<file path="src/rtl/ft_recovery_ctrl_pkg.sv">
// Shared types and default widths for the lockstep recovery sequencer.
// FAIL exists only when FT_RECOVERY_TIMEOUT_EN is defined.
package ft_pkg;

  localparam int ADDR_WIDTH_DEF   = 5;
  localparam int DATA_WIDTH_DEF   = 32;
  localparam int NUM_REGS_DEF     = 32;
  localparam int DRAIN_CYCLES_DEF = 4;
  localparam int CNT_WIDTH_DEF    = 8;
  localparam int TIMEOUT_DEF      = 64;

  typedef enum logic [2:0] {
    IDLE    = 3'd0,
    HALT    = 3'd1,
    RESTORE = 3'd2,
    PC      = 3'd3,
    RESUME  = 3'd4
`ifdef FT_RECOVERY_TIMEOUT_EN
    ,
    FAIL    = 3'd5
`endif
  } rec_state_e;

  // Flat encodings used by the FSM itself; the enum is the debug view.
  localparam logic [2:0] ST_IDLE    = 3'd0;
  localparam logic [2:0] ST_HALT    = 3'd1;
  localparam logic [2:0] ST_RESTORE = 3'd2;
  localparam logic [2:0] ST_PC      = 3'd3;
  localparam logic [2:0] ST_RESUME  = 3'd4;
`ifdef FT_RECOVERY_TIMEOUT_EN
  localparam logic [2:0] ST_FAIL    = 3'd5;
`endif

endpackage

</file>
<file path="src/rtl/ft_recovery_ctrl_if.sv">
// Bundle of comparator, shadow-file and core-restore signals around the
// recovery sequencer; master = sequencer, slave = surrounding datapath.
interface ft_recovery_ctrl_if
  import ft_pkg::*;
#(
  parameter int ADDR_WIDTH = ADDR_WIDTH_DEF,
  parameter int DATA_WIDTH = DATA_WIDTH_DEF,
  parameter int CNT_WIDTH  = CNT_WIDTH_DEF
) ();

  logic                  error_i;
  logic [ADDR_WIDTH-1:0] sgpr_raddr_o;
  logic [DATA_WIDTH-1:0] sgpr_rdata_i;
  logic                  rf_we_o;
  logic [ADDR_WIDTH-1:0] rf_waddr_o;
  logic [DATA_WIDTH-1:0] rf_wdata_o;
  logic [DATA_WIDTH-1:0] spc_i;
  // PC handshake: pc_valid_o holds with a stable pc_restore_o until a cycle
  // where pc_ack_i is also high; that cycle is the transfer. pc_ack_i is
  // ignored whenever pc_valid_o is low.
  logic [DATA_WIDTH-1:0] pc_restore_o;
  logic                  pc_valid_o;
  logic                  pc_ack_i;
  logic                  fetch_block_o;
  logic                  busy_o;
  logic [CNT_WIDTH-1:0]  recovery_cnt_o;
  logic                  fatal_o;
  rec_state_e            state_dbg;

  modport master (
    input  error_i, sgpr_rdata_i, spc_i, pc_ack_i,
    output sgpr_raddr_o, rf_we_o, rf_waddr_o, rf_wdata_o, pc_restore_o,
           pc_valid_o, fetch_block_o, busy_o, recovery_cnt_o, fatal_o,
           state_dbg
  );

  modport slave (
    output error_i, sgpr_rdata_i, spc_i, pc_ack_i,
    input  sgpr_raddr_o, rf_we_o, rf_waddr_o, rf_wdata_o, pc_restore_o,
           pc_valid_o, fetch_block_o, busy_o, recovery_cnt_o, fatal_o,
           state_dbg
  );

endinterface

</file>
<file path="src/rtl/ft_recovery_ctrl_sat_counter.sv">
// Saturating up-counter with synchronous clear; holds at all-ones.
module ft_sat_counter #(
  parameter int WIDTH = 8
) (
  input  logic             clk_i,
  input  logic             rst_n,
  input  logic             clr_i,
  input  logic             inc_i,
  output logic [WIDTH-1:0] count_o
);

  always_ff @(posedge clk_i or negedge rst_n) begin
    if (!rst_n) begin
      count_o <= '0;
    end else if (clr_i) begin
      count_o <= '0;
    end else if (inc_i && (count_o != '1)) begin
      count_o <= count_o + 1'b1;
    end
  end

endmodule

</file>
<file path="src/rtl/ft_recovery_ctrl.sv">
// Lockstep recovery sequencer: halt/drain, replay shadow GPRs, restore PC, resume.
// Optional PC-ack watchdog and sticky FAIL state under FT_RECOVERY_TIMEOUT_EN.
module ft_recovery_ctrl
  import ft_pkg::*;
#(
  parameter int ADDR_WIDTH   = ADDR_WIDTH_DEF,
  parameter int DATA_WIDTH   = DATA_WIDTH_DEF,
  parameter int NUM_REGS     = NUM_REGS_DEF,
  parameter int DRAIN_CYCLES = DRAIN_CYCLES_DEF,
  parameter int CNT_WIDTH    = CNT_WIDTH_DEF,
  parameter int TIMEOUT      = TIMEOUT_DEF
) (
  input logic                clk_i,
  input logic                rst_n,
  ft_recovery_ctrl_if.master bus
);

  localparam int DRAIN_W = (DRAIN_CYCLES > 1) ? $clog2(DRAIN_CYCLES) : 1;
  localparam logic [DRAIN_W-1:0]    DRAIN_LAST = DRAIN_W'(DRAIN_CYCLES - 1);
  localparam logic [ADDR_WIDTH-1:0] IDX_FIRST  = ADDR_WIDTH'(1);
  localparam logic [ADDR_WIDTH-1:0] IDX_LAST   = ADDR_WIDTH'(NUM_REGS - 1);

  logic [2:0]            state_q, state_d;
  logic [DRAIN_W-1:0]    drain_q;
  logic [ADDR_WIDTH-1:0] idx_q;
  logic                  pending_q;
  logic [DATA_WIDTH-1:0] spc_q;
  logic                  halt_entry;
  logic                  timeout_hit;
  logic [CNT_WIDTH-1:0]  rec_cnt;

`ifdef FT_RECOVERY_TIMEOUT_EN
  localparam int WD_W = $clog2(TIMEOUT + 1);
  logic [WD_W-1:0] wd_cnt;

  // Counts PC cycles without an ack; the TIMEOUT-th such cycle trips FAIL.
  ft_sat_counter #(.WIDTH(WD_W)) u_watchdog (
    .clk_i   (clk_i),
    .rst_n   (rst_n),
    .clr_i   (state_q != ST_PC),
    .inc_i   ((state_q == ST_PC) && !bus.pc_ack_i),
    .count_o (wd_cnt)
  );

  assign timeout_hit = (state_q == ST_PC) && !bus.pc_ack_i &&
                       (wd_cnt == WD_W'(TIMEOUT - 1));
`else
  assign timeout_hit = 1'b0;
  if (TIMEOUT < 1) begin : g_timeout_unused
  end
`endif

  always_comb begin
    state_d = state_q;
    case (state_q)
      ST_IDLE:    if (bus.error_i) state_d = ST_HALT;
      ST_HALT:    if (drain_q == DRAIN_LAST) state_d = ST_RESTORE;
      ST_RESTORE: if (idx_q == IDX_LAST) state_d = ST_PC;
      ST_PC: begin
        if (bus.pc_ack_i) begin
          state_d = ST_RESUME;
        end else if (timeout_hit) begin
`ifdef FT_RECOVERY_TIMEOUT_EN
          state_d = ST_FAIL;
`endif
        end
      end
      // An error seen in RESUME itself counts as pending, so no IDLE gap.
      ST_RESUME:  state_d = (pending_q || bus.error_i) ? ST_HALT : ST_IDLE;
`ifdef FT_RECOVERY_TIMEOUT_EN
      ST_FAIL:    state_d = ST_FAIL;
`endif
      default:    state_d = ST_IDLE;
    endcase
  end

  assign halt_entry = (state_d == ST_HALT) && (state_q != ST_HALT);

  always_ff @(posedge clk_i or negedge rst_n) begin
    if (!rst_n) begin
      state_q   <= ST_IDLE;
      drain_q   <= '0;
      idx_q     <= IDX_FIRST;
      pending_q <= 1'b0;
      spc_q     <= '0;
    end else begin
      state_q <= state_d;
      if (halt_entry) spc_q <= bus.spc_i;
      drain_q <= (state_q == ST_HALT) ? drain_q + 1'b1 : '0;
      idx_q   <= (state_q == ST_RESTORE) ? idx_q + 1'b1 : IDX_FIRST;
      if (state_q == ST_RESUME) begin
        pending_q <= 1'b0;
      end else if ((state_q != ST_IDLE) && bus.error_i) begin
        pending_q <= 1'b1;
      end
    end
  end

  ft_sat_counter #(.WIDTH(CNT_WIDTH)) u_rec_cnt (
    .clk_i   (clk_i),
    .rst_n   (rst_n),
    .clr_i   (1'b0),
    .inc_i   (state_q == ST_RESUME),
    .count_o (rec_cnt)
  );

  logic                  fetch_block, busy, rf_we, pc_valid, fatal;
  logic [ADDR_WIDTH-1:0] raddr;
  logic [DATA_WIDTH-1:0] wdata, pc_restore;

  always_comb begin
    fetch_block = 1'b0;
    busy        = 1'b0;
    rf_we       = 1'b0;
    pc_valid    = 1'b0;
    fatal       = 1'b0;
    raddr       = '0;
    wdata       = '0;
    pc_restore  = '0;
    case (state_q)
      ST_HALT: begin
        fetch_block = 1'b1;
        busy        = 1'b1;
      end
      ST_RESTORE: begin
        fetch_block = 1'b1;
        busy        = 1'b1;
        rf_we       = 1'b1;
        raddr       = idx_q;
        wdata       = bus.sgpr_rdata_i;
      end
      ST_PC: begin
        fetch_block = 1'b1;
        busy        = 1'b1;
        pc_valid    = 1'b1;
        pc_restore  = spc_q;
      end
      ST_RESUME: busy = 1'b1;
`ifdef FT_RECOVERY_TIMEOUT_EN
      ST_FAIL: begin
        fetch_block = 1'b1;
        busy        = 1'b1;
        fatal       = 1'b1;
      end
`endif
      default: ;
    endcase
  end

  assign bus.sgpr_raddr_o   = raddr;
  assign bus.rf_we_o        = rf_we;
  assign bus.rf_waddr_o     = raddr;
  assign bus.rf_wdata_o     = wdata;
  assign bus.pc_restore_o   = pc_restore;
  assign bus.pc_valid_o     = pc_valid;
  assign bus.fetch_block_o  = fetch_block;
  assign bus.busy_o         = busy;
  assign bus.recovery_cnt_o = rec_cnt;
  assign bus.fatal_o        = fatal;
  assign bus.state_dbg      = rec_state_e'(state_q);

endmodule

</file>
<file path="src/flat_wrapper.sv">
// flat-port wrapper written by rule: the top's interface ports become plain ports
module ft_recovery_ctrl_flat import ft_pkg::*;
#(
  parameter int ADDR_WIDTH   = ADDR_WIDTH_DEF,
  parameter int DATA_WIDTH   = DATA_WIDTH_DEF,
  parameter int NUM_REGS     = NUM_REGS_DEF,
  parameter int DRAIN_CYCLES = DRAIN_CYCLES_DEF,
  parameter int CNT_WIDTH    = CNT_WIDTH_DEF,
  parameter int TIMEOUT      = TIMEOUT_DEF
)
  (clk_i, rst_n, bus_error_i, bus_sgpr_rdata_i, bus_spc_i, bus_pc_ack_i, bus_sgpr_raddr_o, bus_rf_we_o, bus_rf_waddr_o, bus_rf_wdata_o, bus_pc_restore_o, bus_pc_valid_o, bus_fetch_block_o, bus_busy_o, bus_recovery_cnt_o, bus_fatal_o, bus_state_dbg);
  ft_recovery_ctrl_if #(.ADDR_WIDTH(ADDR_WIDTH), .DATA_WIDTH(DATA_WIDTH), .CNT_WIDTH(CNT_WIDTH)) bus_i ();
  input logic clk_i;
  input logic rst_n;
  input wire logic [$bits(bus_i.error_i)-1:0] bus_error_i;
  input wire logic [$bits(bus_i.sgpr_rdata_i)-1:0] bus_sgpr_rdata_i;
  input wire logic [$bits(bus_i.spc_i)-1:0] bus_spc_i;
  input wire logic [$bits(bus_i.pc_ack_i)-1:0] bus_pc_ack_i;
  output wire logic [$bits(bus_i.sgpr_raddr_o)-1:0] bus_sgpr_raddr_o;
  output wire logic [$bits(bus_i.rf_we_o)-1:0] bus_rf_we_o;
  output wire logic [$bits(bus_i.rf_waddr_o)-1:0] bus_rf_waddr_o;
  output wire logic [$bits(bus_i.rf_wdata_o)-1:0] bus_rf_wdata_o;
  output wire logic [$bits(bus_i.pc_restore_o)-1:0] bus_pc_restore_o;
  output wire logic [$bits(bus_i.pc_valid_o)-1:0] bus_pc_valid_o;
  output wire logic [$bits(bus_i.fetch_block_o)-1:0] bus_fetch_block_o;
  output wire logic [$bits(bus_i.busy_o)-1:0] bus_busy_o;
  output wire logic [$bits(bus_i.recovery_cnt_o)-1:0] bus_recovery_cnt_o;
  output wire logic [$bits(bus_i.fatal_o)-1:0] bus_fatal_o;
  output wire logic [$bits(bus_i.state_dbg)-1:0] bus_state_dbg;
  assign bus_i.error_i = bus_error_i;
  assign bus_i.sgpr_rdata_i = bus_sgpr_rdata_i;
  assign bus_i.spc_i = bus_spc_i;
  assign bus_i.pc_ack_i = bus_pc_ack_i;
  assign bus_sgpr_raddr_o = bus_i.sgpr_raddr_o;
  assign bus_rf_we_o = bus_i.rf_we_o;
  assign bus_rf_waddr_o = bus_i.rf_waddr_o;
  assign bus_rf_wdata_o = bus_i.rf_wdata_o;
  assign bus_pc_restore_o = bus_i.pc_restore_o;
  assign bus_pc_valid_o = bus_i.pc_valid_o;
  assign bus_fetch_block_o = bus_i.fetch_block_o;
  assign bus_busy_o = bus_i.busy_o;
  assign bus_recovery_cnt_o = bus_i.recovery_cnt_o;
  assign bus_fatal_o = bus_i.fatal_o;
  assign bus_state_dbg = bus_i.state_dbg;
  ft_recovery_ctrl #(.ADDR_WIDTH(ADDR_WIDTH), .DATA_WIDTH(DATA_WIDTH), .NUM_REGS(NUM_REGS), .DRAIN_CYCLES(DRAIN_CYCLES), .CNT_WIDTH(CNT_WIDTH), .TIMEOUT(TIMEOUT)) u_core (.clk_i(clk_i), .rst_n(rst_n), .bus(bus_i));
endmodule
</file>
<file path="config.mk">
export PLATFORM = sky130hd
export DESIGN_NAME = ft_recovery_ctrl_flat
export DESIGN_NICKNAME = d
export VERILOG_FILES = /design/src/rtl/ft_recovery_ctrl_pkg.sv /design/src/rtl/ft_recovery_ctrl_if.sv /design/src/rtl/ft_recovery_ctrl_sat_counter.sv /design/src/rtl/ft_recovery_ctrl.sv /design/src/flat_wrapper.sv
export SDC_FILE = /design/constraint.sdc
export NUM_CORES = 1
export LEC_CHECK = 0
export CELL_PAD_IN_SITES_DETAIL_PLACEMENT = 2
export CELL_PAD_IN_SITES_GLOBAL_PLACEMENT = 2
export CORE_ASPECT_RATIO = 1.2
export CORE_MARGIN = 5
export CORE_UTILIZATION = 22
export DETAILED_ROUTE_END_ITERATION = 6
export GPL_TIMING_DRIVEN = 0
export PLACE_DENSITY_LB_ADDON = 0.1
export SLEW_MARGIN = 30
export SYNTH_ARGS = -nofsm -noshare
export SYNTH_HDL_FRONTEND = slang
export SYNTH_SLANG_ARGS = --single-unit
</file>
<file path="constraint.sdc">
create_clock -name clk_i -period 2.5 [get_ports clk_i]
set_input_delay 0.625 -clock clk_i [delete_from_list [all_inputs] [get_ports clk_i]]
set_output_delay 0.625 -clock clk_i [all_outputs]
set_load 0.005 [all_outputs]
</file>
==> results.json <==
{
  "outcome": "finished, final reports clean",
  "dieHeight_um": 130,
  "ys_ff_latch": 51,
  "syn_avg_cell_area_um2": 11.4,
  "worst_hold_path_type": "input pin to async pin",
  "cpMaxStageDelayCell": "dfrtp_1",
  "clkPwrFrac_pct": 19.2,
  "yosysTopAreaCell": "dfrtp_1",
  "syn_inst": 232,
  "die_w_um": 110,
  "drive_gt1_share_pct": 32.2,
  "clockBufferDepth": 2,
  "worstSetupEndpoint": "bus_pc_restore_o[10]",
  "vias": 2436,
  "hold_violations": 0,
  "yosysSeqAreaShare_pct": 48.1,
  "synth_cell_types": 33,
  "die_area_mm2": 0.0144,
  "worst-path-stages": 7,
  "power_switching_mw": 1.15,
  "grt_max_degree": 32,
  "fillers": 1310,
  "final_max_slew_viol_count": 0,
  "syn_to_final_growth_pct": 81.2,
  "power.density_mw_per_mm2": 802,
  "crit_start": "u_core.bus.state_dbg[1]$_DFF_PN0_",
  "setup-tns-final_ps": 0,
  "internal-power_mw": 2.71,
  "finClkSkew_ps": 9.34,
  "place.gp.congestion": 0.669,
  "max_freq_mhz": 409,
  "row_count": 44,
  "vdd_ir_drop_max_uv": 333,
  "nets": 499,
  "totalWireLength_um": 9510,
  "mostFrequentLayoutCell": "clkdlybuf4s50_1",
  "ff2ff_path_depth": 6,
  "comb_power_share_pct": 46.2,
  "p_seq_share_pct": 34.6,
  "setup_slack_ps": 55.2,
  "grt_first_pass_wirelength_um": 14400,
  "crit_path_cell_trace": "buf_6, and3b_2, buf_12, clkbuf_8, buf_4, and2_1, buf_2",
  "syn_nets": 304,
  "end_kind": "primary output",
  "reg2reg_from": "u_core.bus.state_dbg[2]$_DFF_PN0_",
  "drt_iter0_markers": 56,
  "drc": 0,
  "clkLatencyLatePin_ps": 290,
  "period_needed_ps": 2440,
  "antenna_left": 0,
  "clkTransAtPathRegs_ps": 70,
  "setup-violations-final": 0,
  "cts_tree": "built",
  "synth_area_leaders": "dfrtp_1 (47%), and2_1 (17%), mux2_2 (15%)",
  "initial_core_util_pct": 22.2,
  "layout_common_cells": "clkdlybuf4s50_1 (81), and2_1 (69), dfrtp_1 (49)",
  "grt_pass1_vias": 2754,
  "routedWlPerCell_um": 16.1,
  "via_per_inst": 4.14,
  "r2r-end": "u_core.u_rec_cnt.count_o[7]$_DFFE_PN0P_",
  "cts_htree_levels": 2,
  "cap_violations": 0,
  "place_hpwl_um": 6960,
  "finalCritPeriodShare_pct": 97.8,
  "synth_area_mm2": 0.00265,
  "io_buffers": 156,
  "core_area_mm2": 0.0119,
  "ys.flop_type": "dfrtp_1",
  "criticalPathCategory": "flop to primary output",
  "critPathLaunchType": "flop",
  "power_mw": 3.86,
  "path_buf_inv": 5,
  "cp_max_fo": 5,
  "required_ps": 1880,
  "r2r_slack_ps": 690,
  "gr-total-overflow": 0,
  "num_io_pins": 158,
  "ys_warn_count": 0,
  "max_stage_delay_ps": 420,
  "cp_top_family": "buffers and inverters",
  "cts_buffers": 5,
  "ctsHoldBuffers": 0,
  "leakage_nw": 2.39,
  "grt_use_total_pct": 13.1,
  "drt_first_pass_iters": 3,
  "grt_antenna_before_repair": 0,
  "synth_edf_count": 0,
  "grt_setup_unrepaired": "yes",
  "pre_cts_ws_ps": -368,
  "ys_async_sr_fraction_pct": 100,
  "diodes": 0,
  "clock-sinks": 51,
  "cp.arrival_ps": 1820,
  "switching_share_pct": 29.7,
  "synth_top_area_share_pct": 47.1,
  "cts-root-buf": "clkbuf_16"
}
-- worst min path at each step --
stage	to	slack, ps	cells past startpoint
after detailed placement	u_core.drain_q[0]$_DFF_PN0_	440	1
after CTS	u_core.u_rec_cnt.count_o[6]$_DFFE_PN0P_	220	1
final	u_core.u_rec_cnt.count_o[6]$_DFFE_PN0P_	220	1
after global placement	u_core.drain_q[0]$_DFF_PN0_	430	1
after global routing	u_core.u_rec_cnt.count_o[6]$_DFFE_PN0P_	230	1
after floorplan	u_core.bus.state_dbg[0]$_DFF_PN0_	330	0
-- synth_stat cells (2+ instances only) --
cell type   n
nor3b_1     2
buf_2       4
clkbuf_1    5
ha_1        4
nor2_1      4
and2_1     74
mux2_2     35
inv_1       4
a21oi_1     6
buf_6       4
o21bai_1    2
and3_1      2
buf_4       6
o21ai_0     2
xnor2_1     5
nand3_1     3
nand2_1     5
dfrtp_1    50
-- flip-flops by register name (all words and copies together), names as in the netlist --
name,flops
u_core.bus.state_dbg,3
u_core.drain_q,2
u_core.idx_q,5
u_core.pending_q,1
u_core.spc_q,32
u_core.u_rec_cnt.count_o,8
-- logic make-up (layout without fill, tap and decap cells) --
logic type	Yosys count	after routing	share of synthesized area, %
flops	51	51	48.1
fa+ha+maj	4	4	1.89
simple gates	98	99	24.0
compound gates	12	12	2.73
mux	37	37	15.7
other cells	1	1	0.141
buf+inv	23	218	5.42
xor+xnor	6	6	1.98
-- power by group through the flow --
| stage | Clock [mW] | Sequential, mW | Combinational (mW) |
|---|---|---|---|
| detailed placement | 0 | 1.37 | 1.59 |
| global placement | 0 | 1.34 | 1.55 |
| CTS | 0.770 | 1.35 | 1.76 |
| finish | 0.740 | 1.34 | 1.78 |
| global route | 0.802 | 1.39 | 1.95 |
| floorplan | 0 | 1.31 | 0.812 |
-- area by class of cell --
cell class / instances / area [um^2] / share of cell area, %
repair buffers: 187 / 1680 / 35.0
flip-flops and latches: 51 / 1280 / 26.6
multi-input cells: 159 / 1270 / 26.4
plain buffers: 19 / 204 / 4.24
well taps: 161 / 201 / 4.19
clock buffers: 7 / 153 / 3.17
inverters: 4 / 15.0 / 0.312
clock inverters: 1 / 7.51 / 0.156
-- timing repair --
action                                  CTS  global route
endpoints found under the setup margin   77            36
setup buffers                            18             8
gates cloned                              5             0
resized for setup                       106            70
pin swaps                                 2             2
-- stage by stage --
stage          util, %  cells  area [um^2]  hold WS, ps
6_report          40.3    589         4810          219
5_1_grt           40.3    589         4810          229
4_1_cts           40.2    581         4800          224
3_5_place_dp      37.1    550         4430          441
3_3_place_gp      37.0    549         4420          430
2_1_floorplan        -    232         2650          329
-- per-layer routing --
layer  vias up  GRT usage (%)  share of wire (%)
met3         5           5.15                9.1
li1       1144              -                  -
met2        94           24.6                 56
met1      1193           13.4                 34
met5         -              0                  0
met4         0           3.48               0.88
(Power assumes the default switching activity.)
